[config.mk]
export PLATFORM = sky130hd
export DESIGN_NAME = shifter_seq
export DESIGN_NICKNAME = d
export VERILOG_FILES = /design/src/rtl/shifter_pkg.sv /design/src/rtl/shift_step1.sv /design/src/rtl/shifter_seq.sv
export SDC_FILE = /design/constraint.sdc
export NUM_CORES = 1
export LEC_CHECK = 0
export BUFFER_PORTS_ARGS = -buffer_cell sky130_fd_sc_hd__buf_2
export CAP_MARGIN = 20
export CORE_MARGIN = 4
export CORE_UTILIZATION = 39
export CTS_BUF_LIST = sky130_fd_sc_hd__clkbuf_2
export CTS_CLUSTER_SIZE = 20
export DETAILED_ROUTE_END_ITERATION = 8
export PLACE_DENSITY_LB_ADDON = 0.2
export SLEW_MARGIN = 20
export SYNTH_ARGS = -nofsm -noshare
export SYNTH_HDL_FRONTEND = slang
export SYNTH_HIERARCHICAL = 1
export SYNTH_SLANG_ARGS = --single-unit
[constraint.sdc]
create_clock -name clk -period 2.07 [get_ports clk]
set_input_delay 0.414 -clock clk [delete_from_list [all_inputs] [get_ports clk]]
set_output_delay 0.414 -clock clk [all_outputs]
set_load 0.01 [all_outputs]
[src/rtl/shifter_pkg.sv]
// Shared definitions for the shifter family: op encoding and sequencer states.
// The combinational shifter decodes the same op field with these constants.
package shifter_pkg;

    localparam int unsigned OP_W = 3;

    localparam logic [OP_W-1:0] OP_SLL = 3'd0;
    localparam logic [OP_W-1:0] OP_SRL = 3'd1;
    localparam logic [OP_W-1:0] OP_SRA = 3'd2;
    localparam logic [OP_W-1:0] OP_ROL = 3'd3;
    localparam logic [OP_W-1:0] OP_ROR = 3'd4;

    typedef enum logic [1:0] {
        IDLE  = 2'd0,
        SHIFT = 2'd1,
        DONE  = 2'd2
    } state_t;

    function automatic logic op_valid(input logic [OP_W-1:0] op);
        return op <= OP_ROR;
    endfunction

endpackage

[src/rtl/shift_step1.sv]
// Single-position shift/rotate of a WIDTH-bit word; invalid ops yield zero.
module shift_step1
    import shifter_pkg::*;
#(
    parameter int unsigned WIDTH = 32
) (
    input  logic [WIDTH-1:0] din,
    input  logic [OP_W-1:0]  op,
    input  logic             fill,
    output logic [WIDTH-1:0] dout
);

    always_comb begin
        dout = '0;
        case (op)
            OP_SLL:  dout = {din[WIDTH-2:0], 1'b0};
            OP_SRL:  dout = {1'b0, din[WIDTH-1:1]};
            OP_SRA:  dout = {fill, din[WIDTH-1:1]};
            OP_ROL:  dout = {din[WIDTH-2:0], din[WIDTH-1]};
            OP_ROR:  dout = {din[0], din[WIDTH-1:1]};
            default: dout = '0;
        endcase
    end

endmodule

[src/rtl/shifter_seq.sv]
// Iterative shifter: one bit position per clock under a start/done handshake.
// Supports the SLL/SRL/SRA/ROL/ROR ops of the combinational shifter.
module shifter_seq
    import shifter_pkg::*;
#(
    parameter int unsigned WIDTH   = 32,
    parameter int unsigned SHAMT_W = 5
) (
    input  logic               clk,
    input  logic               reset,
    input  logic               start,
    input  logic [WIDTH-1:0]   data,
    input  logic [SHAMT_W-1:0] shiftamt,
    input  logic [OP_W-1:0]    op,
    output logic               ready,
    output logic               busy,
    output logic               done,
    output logic [WIDTH-1:0]   y
);

    state_t             state;
    logic [WIDTH-1:0]   work;
    logic [WIDTH-1:0]   work_next;
    logic [SHAMT_W-1:0] count;
    logic [OP_W-1:0]    op_q;
    logic               fill_q;

    shift_step1 #(
        .WIDTH (WIDTH)
    ) u_step (
        .din  (work),
        .op   (op_q),
        .fill (fill_q),
        .dout (work_next)
    );

    always_ff @(posedge clk) begin
        if (reset) begin
            state  <= IDLE;
            work   <= '0;
            count  <= '0;
            op_q   <= OP_SLL;
            fill_q <= 1'b0;
            y      <= '0;
        end else begin
            case (state)
                IDLE: begin
                    if (start) begin
                        count  <= shiftamt;
                        op_q   <= op;
                        fill_q <= data[WIDTH-1];
                        if (!op_valid(op)) begin
                            work  <= '0;
                            y     <= '0;
                            state <= DONE;
                        end else if (shiftamt == '0) begin
                            work  <= data;
                            y     <= data;
                            state <= DONE;
                        end else begin
                            work  <= data;
                            state <= SHIFT;
                        end
                    end
                end
                SHIFT: begin
                    work  <= work_next;
                    count <= count - SHAMT_W'(1);
                    // Final shift lands on the same edge that enters DONE.
                    if (count == SHAMT_W'(1)) begin
                        y     <= work_next;
                        state <= DONE;
                    end
                end
                DONE:    state <= IDLE;
                default: state <= IDLE;
            endcase
        end
    end

    assign ready = (state == IDLE);
    assign busy  = ~ready;
    assign done  = (state == DONE);

endmodule
# Word-level counts from Yosys, hierarchy flattened
# Index checks and enable logic that the tools add are counted.
# Widths: inputs -> output; s select.
# totals
ff_bits,75
inputBits,43
elab_cells,43
# classes
n_addsub,1
order_cmp,1
eq_ne,10
mux,16
n_bitwise,1
n_reduce_logical,8
# ops
op,count
$mux 32,6
$pmux 32 s5,1
$pmux 32 s2,2
$pmux 5 s2,1
$mux 2,4
$eq 3x2->1 const B,2
$reduce_and 2->1,3
$eq 5x1->1 const B,1
$logic_not 5->1,1
$mux 5,1
$sub 5x1->5 const B,1
$ne 2x2->1 const B,2
$pmux 2 s2,1
$reduce_and 4->1,1
$eq 3x1->1 const B,1
$eq 3x3->1 const B,1
$le 3x3->1 const B,1
$logic_not 3->1,1
$ne 3x2->1 const B,1
$eq 2x1->1 const B,1
$eq 2x2->1 const B,1
$logic_not 2->1,1
$reduce_bool 2->1,1
$not 1->1,1

# Longest topological paths before layout
# logic_depth
word_depth,5
ltp_mapped,8
depth_no_buf,6

# By module
# The synthesis kept the hierarchy.
# modules_own_cells
mod,n_inst,cells_per_inst,area_each_um2,seq_area_each_um2
shifter_seq,1,326,3039.2,1501.4
shift_step1,1,111,701.9,0.0

# Least setup slack after synthesis
# No wires, ideal clock.
# synth_path
kind,input port to flip-flop
startpoint,input shiftamt[2]
endpoint,register y[10]
setup_ns,0.134
arrival_ns,1.660
required_ns,1.936
slack_ns,0.276
stages,6
path_buffers,2
cell_sequence,or4_1 > o211ai_2 > and2_1 > buf_4 > buf_4 > a211oi_1
# synth_via
elab_chain_cells,3
# synth_lines
item,line_no,text
from (decl),shifter_seq.sv:13,"input logic [SHAMT_W-1:0] shiftamt,"
$logic_not 5->1,shifter_seq.sv:56,end else if (shiftamt == '0) begin
$ne 3x2->1 (no line),n/a,
$reduce_and 4->1 (no line),n/a,
to (signal assigned),shifter_seq.sv:58,y <= data;
to (signal assigned),shifter_seq.sv:71,y <= work_next;
to (decl),shifter_seq.sv:18,output logic [WIDTH-1:0] y
# Every way passes these cells.
# A chain may end at the register's enable or synchronous reset.

# Worst setup path after layout
# layout_path
startpoint,register count[1]
endpoint,register y[6]
# layout_via
elab_chain_cells,3
# layout_lines
item,line_no,text
from (decl),shifter_seq.sv:24,logic [SHAMT_W-1:0] count;
from (signal assigned),shifter_seq.sv:49,count <= shiftamt;
from (signal assigned),shifter_seq.sv:68,count <= count - SHAMT_W'(1);
$eq 5x1->1,shifter_seq.sv:70,if (count == SHAMT_W'(1)) begin
$ne 2x2->1 (no line),n/a,
$reduce_and 4->1 (no line),n/a,
# Every way passes these cells.

==> flow_summary_export.csv <==
group,metric,value,unit
cts,cts.clk_slew.worst_paths,220,ps
power_and_ir_drop,clockPowerShare,23.9,%
cts,cts_resized,0,
floorplan,start_util,40.30,%
drt,wl,10320,µm
cts,cts_htree_levels,3,
cts,cts_tree,"done",
drt,postRouteAntennaNets,0,
yosys,syn_area,3741,µm²
global_route,grt_overflow_total,0,
cts,cts_buffer_depth,2,
timing,finalSetupViolCount,0,
status,status,"complete, no violations",
worst_setup_path,rr_startpoint,"count[1]",
cells_and_area,multiInputGateArea,2037,µm²
yosys,synth_top_area_share,40.13,%
yosys,synth_area_leaders,"dfxtp_1 40%, a211oi_1 14%, mux2i_1 9.6%",
yosys,synth_flop_cell,"dfxtp_1",
worst_setup_path,crit_fanout,33,
timing,fin_crit_sh,93.13,%
cells_and_area,fillCellCount,970,
yosys,synth_edf_count,0,
power_and_ir_drop,sequentialPowerShare,44.6,%
timing,fin_worst_skew,36.92,ps
place,place_inst,620,
yosys,synth.avg_cell_area,8.561,µm²
floorplan,die_y,105.9,µm
yosys,synth-seq-cells,75,
cts,post_cts_buffers,0,
floorplan,coreArea,9284,µm²
timing,fin_setup_tns,0,ps
worst_setup_path,crit_arrival,2330,ps
place,hpwl,6948,µm
worst_setup_path,endpoint_kind,"register",
drt,drt_pre_antenna_iters,5,
cts,holdBufCountCts,0,
yosys,synth_top_area_cell,"dfxtp_1",
yosys,synthCells,437,
cells_and_area,fin_nets,547,
timing,slew_viol_final,0,
timing,worst_pin_slew,618.3,ps
drt,vias,3520,
worst_setup_path,worstSetupPathType,"register to register",
cts,cts_buffers,9,
power_and_ir_drop,p_leak,0.001922,µW
cts,clkLatencyLatePin,530,ps
drt,drc,0,
cts,cts_sinks,75,
hold_path,worstHoldStart,"op[1]",
timing,max_freq,518.7,MHz
place,pre_cts_ws,74.14,ps
power_and_ir_drop,irDropWorstVdd,0.4803,mV
place,place_area,4362,µm²
timing,fin_ws,142.2,ps
worst_setup_path,crit_family,"simple AND/OR/NAND/NOR gates",
hold_path,min_path_type,"input port to register",
cells_and_area,finalNonFillerCells,636,
drt,drtIter0Drc,193,
global_route,first_global_vias,3344,
worst_setup_path,cpPeakStageDelay,480,ps
floorplan,rows,35,
drt,detail_route.wl_per_cell,16.22,µm
cells_and_area,ff_latch_area,1501,µm²
power_and_ir_drop,swShare,35.47,%
worst_setup_path,cp-start-kind,"register",
power_and_ir_drop,p_int,2605,µW
worst_setup_path,crit_slowest_cell,"or4b_4",
worst_setup_path,path_cells,"inv_1 > ha_1 > or4b_4 > a21oi_4 > and2_1 > buf_12 > a211oi_1",
worst_setup_path,cp.required,2470,ps
global_route,grt_pass1_wl,17200,µm
cells_and_area,final_area,4506,µm²
worst_setup_path,path_buf_inv,2,
floorplan,io_pins,78,
floorplan,die_area,11220,µm²
global_route,grt_usage,18.77,%
cells_and_area,layout-drive-gt1-share,24.26,%
timing,hold_violations,0,
yosys,ys_warn_count,6,
cells_and_area,area_growth_syn_to_layout,20.43,%
place,place.gp.congestion,0.7679,
place,port_buffers,77,
yosys,yosys-top-cells-count,"75 x dfxtp_1, 69 x a211oi_1, 43 x nor2_1",
floorplan,die_x,105.9,µm
yosys,yosysMostFrequentCell,"dfxtp_1",
global_route,grt_max_degree,35,
yosys,ys_seq_area_share,40.13,%
timing,period_minus_slack,1928,ps
global_route,antenna_found_initial,0,
power_and_ir_drop,combPwrFrac,31.5,%
cells_and_area,final_util,48.53,%
drt,vias_per_cell,5.535,
yosys,syn_nets,482,
cells_and_area,diodes,0,
power_and_ir_drop,pwr_density_cell,896.2,nW/µm²
yosys,async_flop_share,0,%
worst_setup_path,cp-startpoint,"count[1]",
run,drv_cap,0,
timing,rsz0062_at_grt,"no",
yosys,yosys.cell_types.count,36,
timing,max_slew_margin,58.78,%
cts,cts_root_buf,"clkbuf_2",
power_and_ir_drop,p_sw,1432,µW
-- area by class of cell --
type / count / share of cell area [%]
Timing Repair Buffer: 99 / 14.44
Sequential cell: 75 / 33.32
Clock buffer: 9 / 0.9997
Clock inverter: 7 / 2.194
Inverter: 3 / 0.2499
Tap cell: 129 / 3.582
Multi-Input combinational cell: 314 / 45.21
-- sequential cells by signal (all words and copies together), names as in the netlist --
name    count
count       5
state       2
work       32
y          32
fill_q      1
op_q        3
-- worst reg2reg max path: stages, from the launching register on --
cell and delay (ps):
dfxtp_1 360, inv_1 90, ha_1 140, or4b_4 480, a21oi_4 230, and2_1 200, buf_12 210, a211oi_1 110
-- cell usage in the layout (no fill, tap or decap), types with 2 or more instances in the layout --
cell type,count
xor2_1,2
nor2b_1,4
clkbuf_2,9
inv_6,2
o221ai_1,2
buf_2,77
o21ai_0,2
nand2_1,34
o21ai_1,31
buf_4,14
dfxtp_1,75
and2_1,2
nor2_1,42
buf_12,8
nor3_1,2
mux2i_1,36
a21oi_1,37
a22oi_1,32
bufinv_16,2
ha_1,2
inv_1,3
a211oi_1,69
-- metrics by stage --
stage          hold WS (ps)  power [µW]
6_report              130.0        4038
2_1_floorplan         454.6        2663
4_1_cts               75.40        4070
5_1_grt               81.23        4302
3_3_place_gp          474.3        3077
3_5_place_dp          487.1        3104
-- logic make-up after synthesis --
| group | after synthesis | synth area share [%] |
|---|---|---|
| buffers and inverters | 48 | 6.053 |
| DFF | 75 | 40.13 |
| AOI/OAI and AO/OA | 179 | 31.71 |
| muxes | 37 | 9.933 |
| xor gates and xnor gates | 3 | 0.7025 |
| adders and majority gates | 2 | 0.6688 |
| and+or+nand+nor | 93 | 10.80 |
-- per-layer routing --
metal | GRT usage, % | share of wire [%] | vias up | routed length (µm)
met4 | 4.625 | 1.1 | 0 | 110
met2 | 30.92 | 49 | 91 | 5021
met3 | 4.432 | 4.7 | 10 | 487
met1 | 24.89 | 46 | 1659 | 4696
met5 | 0 | 0 | - | 0
li1 | - | - | 1760 | -
-- worst paths after layout --
| kind | endpoint | slack, ps | cells after the start |
|---|---|---|---|
| min | op_q[1] | 130 | 3 |
| max | y[6] | 140 | 7 |
| max reg2reg | y[6] | 140 | 7 |
| min reg2reg | count[4] | 510 | 2 |
-- power by group through the flow --
stage,Combinational [µW],Clock (µW),Sequential (µW)
final,1270,966,1800
after global routing,1420,1050,1830
after CTS,1280,992,1800
after detailed placement,1280,0,1830
after global placement,1250,0,1820
after floorplan,823,0,1840
Note: power is estimated with default switching activity, not from simulation.
